**src/rtl/uart_pkg.sv**
```systemverilog
// rtl/uart_pkg.sv - UART word layout constants and echo output FSM state type
package uart_pkg;

  localparam int UART_WORD_WIDTH    = 10;
  localparam int UART_DATA_WIDTH    = 8;
  localparam int UART_WORD_ERR_BIT  = 8;
  localparam int UART_WORD_STOP_BIT = 9;

  typedef enum logic {
    EMPTY = 1'b0,
    HOLD  = 1'b1
  } echo_state_t;

endpackage

```
**src/rtl/echo_buf.sv**
```systemverilog
// rtl/echo_buf.sv - circular byte buffer with wrap-bit pointers, show-ahead read
module echo_buf #(
  parameter int BUF_DEPTH      = 4,
  parameter int BUF_ADDR_WIDTH = 2
) (
  input  logic       clk,
  input  logic       rst_n,
  input  logic       push,
  input  logic       pop,
  input  logic [7:0] wdata,
  output logic [7:0] rdata,
  output logic       full,
  output logic       empty
);

  logic [7:0]              mem [BUF_DEPTH];
  logic [BUF_ADDR_WIDTH:0] wr_ptr;
  logic [BUF_ADDR_WIDTH:0] rd_ptr;

  // Same slot but opposite lap means the writer is a full lap ahead.
  assign full  = (wr_ptr[BUF_ADDR_WIDTH-1:0] == rd_ptr[BUF_ADDR_WIDTH-1:0]) &&
                 (wr_ptr[BUF_ADDR_WIDTH] != rd_ptr[BUF_ADDR_WIDTH]);
  assign empty = (wr_ptr == rd_ptr);
  assign rdata = mem[rd_ptr[BUF_ADDR_WIDTH-1:0]];

  always_ff @(posedge clk or negedge rst_n) begin
    if (!rst_n) begin
      wr_ptr <= '0;
      rd_ptr <= '0;
    end else begin
      if (push) wr_ptr <= wr_ptr + 1'b1;
      if (pop)  rd_ptr <= rd_ptr + 1'b1;
    end
  end

  always_ff @(posedge clk) begin
    if (push) mem[wr_ptr[BUF_ADDR_WIDTH-1:0]] <= wdata;
  end

endmodule

```
**src/rtl/uart_echo_responder.sv**
```systemverilog
// rtl/uart_echo_responder.sv - echoes good UART receive words back to uart_tx; optional UART_ECHO_STATS_EN counters
module uart_echo_responder
  import uart_pkg::*;
#(
  parameter int BUF_DEPTH      = 4,
  parameter int BUF_ADDR_WIDTH = 2
) (
  input  logic                       pclk_i,
  input  logic                       prst_n_i,
  input  logic [UART_WORD_WIDTH-1:0] rd_data_i,
  input  logic                       rd_data_valid_i,
  output logic                       rd_ready_o,
  output logic [UART_DATA_WIDTH-1:0] tx_pdata_o,
  output logic                       tx_pdata_valid_o,
  input  logic                       tx_pready_i
`ifdef UART_ECHO_STATS_EN
  ,
  output logic [15:0]                rx_count_o,
  output logic [15:0]                err_count_o,
  output logic [15:0]                tx_count_o
`endif
);

  echo_state_t                state, next_state;
  logic                       accept, good, push, pop;
  logic                       buf_full, buf_empty;
  logic [UART_DATA_WIDTH-1:0] buf_rdata;

  assign rd_ready_o       = !buf_full;
  assign accept           = rd_data_valid_i && rd_ready_o;
  assign good             = !rd_data_i[UART_WORD_ERR_BIT] && rd_data_i[UART_WORD_STOP_BIT];
  assign push             = accept && good;
  assign tx_pdata_valid_o = (state == HOLD);

  echo_buf #(
    .BUF_DEPTH      (BUF_DEPTH),
    .BUF_ADDR_WIDTH (BUF_ADDR_WIDTH)
  ) u_echo_buf (
    .clk   (pclk_i),
    .rst_n (prst_n_i),
    .push  (push),
    .pop   (pop),
    .wdata (rd_data_i[UART_DATA_WIDTH-1:0]),
    .rdata (buf_rdata),
    .full  (buf_full),
    .empty (buf_empty)
  );

  always_comb begin
    next_state = state;
    pop        = 1'b0;
    case (state)
      EMPTY: begin
        if (!buf_empty) begin
          pop        = 1'b1;
          next_state = HOLD;
        end
      end
      HOLD: begin
        if (tx_pready_i) begin
          if (!buf_empty) pop = 1'b1;
          else            next_state = EMPTY;
        end
      end
      default: next_state = EMPTY;
    endcase
  end

  always_ff @(posedge pclk_i or negedge prst_n_i) begin
    if (!prst_n_i) begin
      state      <= EMPTY;
      tx_pdata_o <= '0;
    end else begin
      state <= next_state;
      if (pop) tx_pdata_o <= buf_rdata;
    end
  end

`ifdef UART_ECHO_STATS_EN
  always_ff @(posedge pclk_i or negedge prst_n_i) begin
    if (!prst_n_i) begin
      rx_count_o  <= '0;
      err_count_o <= '0;
      tx_count_o  <= '0;
    end else begin
      if (accept)          rx_count_o  <= rx_count_o + 16'd1;
      if (accept && !good) err_count_o <= err_count_o + 16'd1;
      if (tx_pdata_valid_o && tx_pready_i) tx_count_o <= tx_count_o + 16'd1;
    end
  end
`endif

endmodule

```
**config.mk**
```make
export PLATFORM = sky130hd
export DESIGN_NAME = uart_echo_responder
export DESIGN_NICKNAME = d
export VERILOG_FILES = /design/src/rtl/uart_pkg.sv /design/src/rtl/echo_buf.sv /design/src/rtl/uart_echo_responder.sv
export SDC_FILE = /design/constraint.sdc
export NUM_CORES = 1
export LEC_CHECK = 0
export BUFFER_PORTS_ARGS = -buffer_cell sky130_fd_sc_hd__buf_2
export CORE_ASPECT_RATIO = 1.5
export CORE_MARGIN = 8
export CORE_UTILIZATION = 40
export CTS_CLUSTER_SIZE = 30
export DETAILED_ROUTE_END_ITERATION = 8
export GPL_TIMING_DRIVEN = 1
export MAX_ROUTING_LAYER = met4
export PLACE_DENSITY = 0.69
export SYNTH_ARGS = -nofsm -noshare
export SYNTH_HDL_FRONTEND = slang
export SYNTH_SLANG_ARGS = --single-unit
```
**constraint.sdc**
```tcl
create_clock -name pclk_i -period 5.1 [get_ports pclk_i]
set_input_delay 0.255 -clock pclk_i [delete_from_list [all_inputs] [get_ports pclk_i]]
set_output_delay 0.255 -clock pclk_i [all_outputs]
set_load 0.03 [all_outputs]
```
==> reports/results.ini <==
[route]
wl_per_cell_um = 16.3
routed_wl_um = 3150
ant_nets = 0
drtIter0Drc = 28
dr.pass1.iters = 3
avgViaCountPerCell = 4.67
num_vias = 902
route.detailed.drc = 0

[clock_tree]
clk_latency_ps = 290
cts.htree.levels = 2
ctsResizeCount = 0
clock_path_buffers = 2
cts_made_buffers = 5
clk_pin_slew_worst_paths_ps = 80
cts_root_buffer = clkbuf_8
post_cts_buffers = 0
cts_sinks = 47
cts_tree = yes

[cells_and_area]
drive_gt1_frac = 0.386
num-fill-cells = 426
antenna_cells = 0
nNetsFinal = 145
area_growth_syn_to_layout_pct = 14.6
fin_area_um2 = 2230

[grt]
antenna_found_initial = 0
grt_use_total = 0.0971
grt_pass1_wl_um = 5090
grt-ovfl-total = 0
grt_pass1_vias = 1061
grt_max_degree = 16

[die]
num_rows = 31
start_util = 0.408
core_area_um2 = 4770
dieArea_um2 = 7390
pin_count = 24
die_w_um = 72.9
fp.dieH_um = 101

[power]
cellPowerDensity_nw_per_um2 = 600
clockPowerShare = 0.196
p_sw_frac = 0.338
p_sw_mw = 0.453
comb_power_share = 0.369
p_int_mw = 0.884
ir_drop_mv = 0.218
power.leakage_nw = 0.850
seqPwrFrac = 0.435
power_mw = 1.34

[sta]
skew_ps = 6.76
fin_crit_ps = 2130
finalMaxSlewViolations = 0
rsz0062_at_grt = no
fin_tns_setup_ps = 0
worst_pin_slew_ps = 672
setup_viol = 0
final-hold-violation-count = 0
max-slew-margin-rel = 0.552
min_period_over_period = 0.418
fmax_ghz = 0.469

[synthesis]
syn_area_per_cell_um2 = 19.8
synth_ff_type = edfxtp_1
synth_fa_ha_area_frac = 0.0322
synth-compound-area-share = 0.0206
synth_seq_cells = 47
yosys.area_share.xor_xnor = 0.0444
synth_top_family_by_area = multiplexers
syn_inst = 98
synthSimpleGateAreaFrac = 0.0245
mappedNetlistArea_um2 = 1940
yosysSeqAreaShare = 0.687
synth_fp_nets = 117
synthDominantCellAreaShare = 0.494
ys_async_sr_fraction = 0.319
ys_top_cells_by_area = edfxtp_1, dfrtp_1, mux4_2
synth.most_common_cell = edfxtp_1
synth_edf_count = 32
ys_warn_count = 0
ys_types = 21
synthMuxAreaShare = 0.168
synthTopCellsByCount = edfxtp_1, dfrtp_1, mux2_4
yosys.area.top_type = edfxtp_1

[run]
max-cap-violations = 0

[worst_setup_path]
cp_data_arrival_time_ps = 2070
end_kind = register
worst_ep_required_time_ps = 5040
crit_fanout = 12
startpoint = u_echo_buf.rd_ptr[0]
r2r-start = u_echo_buf.rd_ptr[0]
cp-start-kind = register
critPathKind = reg -> reg

[outcome]
status = finished clean

[hold_path]
hold_start = rd_data_i[3]
hp-class = in -> reg

[place]
portBuffers = 23
gp_congestion = 0.731
place_area_um2 = 2110

[what timing repair did]
action,CTS,global route
hold endpoints to repair,15,0
endpoints found under the setup margin,0,0
hold buffers,1,0
[kinds of logic after synthesis]
kind of cell | Yosys count
simple gates | 8
flops | 47
compound gates | 4
xor+xnor | 9
fa+ha+maj | 5
mux | 18
buf+inv | 7
[critical path, stage by stage (launching register included)]
cell and delay, ps:
dfrtp_1 780, xnor2_1 220, a31oi_2 320, and2_1 460
[power groups by stage]
stage	sequential [mW]	combinational [mW]	clock, mW
after detailed placement	0.595	0.502	0
final	0.582	0.493	0.262
after floorplan	0.618	0.373	0
after global routing	0.599	0.534	0.278
after global placement	0.591	0.481	0
after CTS	0.588	0.502	0.263
[routing by layer]
metal | routed length, µm | global-route usage | share of wire | up-vias
li1 | - | - | - | 426
met1 | 1180 | 0.0859 | 0.37 | 448
met2 | 1760 | 0.176 | 0.56 | 21
met3 | 142 | 0.0287 | 0.045 | 7
met4 | 75 | 0.0557 | 0.024 | 0
met5 | 0 | - | 0 | -
[per-stage QoR]
stage / hold WS [ps] / utilization / worst slack, ps / std cells
floorplan: -40.6 / - / 3490 / 98
global placement: 171 / 0.443 / 2970 / 184
detailed placement: 177 / 0.443 / 2890 / 184
CTS: 167 / 0.467 / 2880 / 193
global route: 165 / 0.467 / 2800 / 193
finish: 170 / 0.467 / 2970 / 193
[placed cells by master, fill, tap and decap left out, drive strengths merged]
cell | synthesis | routed
edfxtp | 32 | 32
bufinv | 0 | 1
nand2b | 1 | 1
mux4 | 8 | 8
a31oi | 1 | 1
buf | 3 | 23
xor2 | 4 | 4
nand2 | 1 | 1
clkbuf | 0 | 7
nand3b | 2 | 2
and2 | 3 | 3
inv | 4 | 4
o31a | 1 | 1
a311o | 1 | 1
xnor2 | 5 | 5
dfrtp | 15 | 15
dlygate4sd3 | 0 | 1
o311ai | 1 | 1
nor2 | 1 | 1
ha | 5 | 5
mux2 | 10 | 10
[registers in the layout, summed over array words and instances (netlist names)]
register           cells
tx_pdata_valid_o       1
u_echo_buf.mem        32
tx_pdata_o             8
u_echo_buf.rd_ptr      3
u_echo_buf.wr_ptr      3
[area by class of cell]
class	instances	area (µm²)	share of cell area
inverters	4	15.0	0.00674
repair buffers	24	125	0.0561
well taps	66	82.6	0.0371
clock inverters	1	30.0	0.0135
flip-flops and latches	47	1340	0.600
clock buffers	7	76.3	0.0343
multi-input cells	44	563	0.253
[final timing paths]
| path | depth (start not counted) | slack [ps] | end |
|---|---|---|---|
| max in group asynchronous | 2 | 4450 | tx_pdata_o[2] |
| min in group asynchronous | 2 | 400 | u_echo_buf.wr_ptr[2] |
| max reg2reg | 3 | 2970 | u_echo_buf.mem[1][0] |
| max | 3 | 2970 | u_echo_buf.mem[1][0] |
| min | 1 | 170 | u_echo_buf.mem[2][3] |
| min reg2reg | 1 | 510 | tx_pdata_o[4] |
No activity file was read; power rests on OpenSTA's default activity.
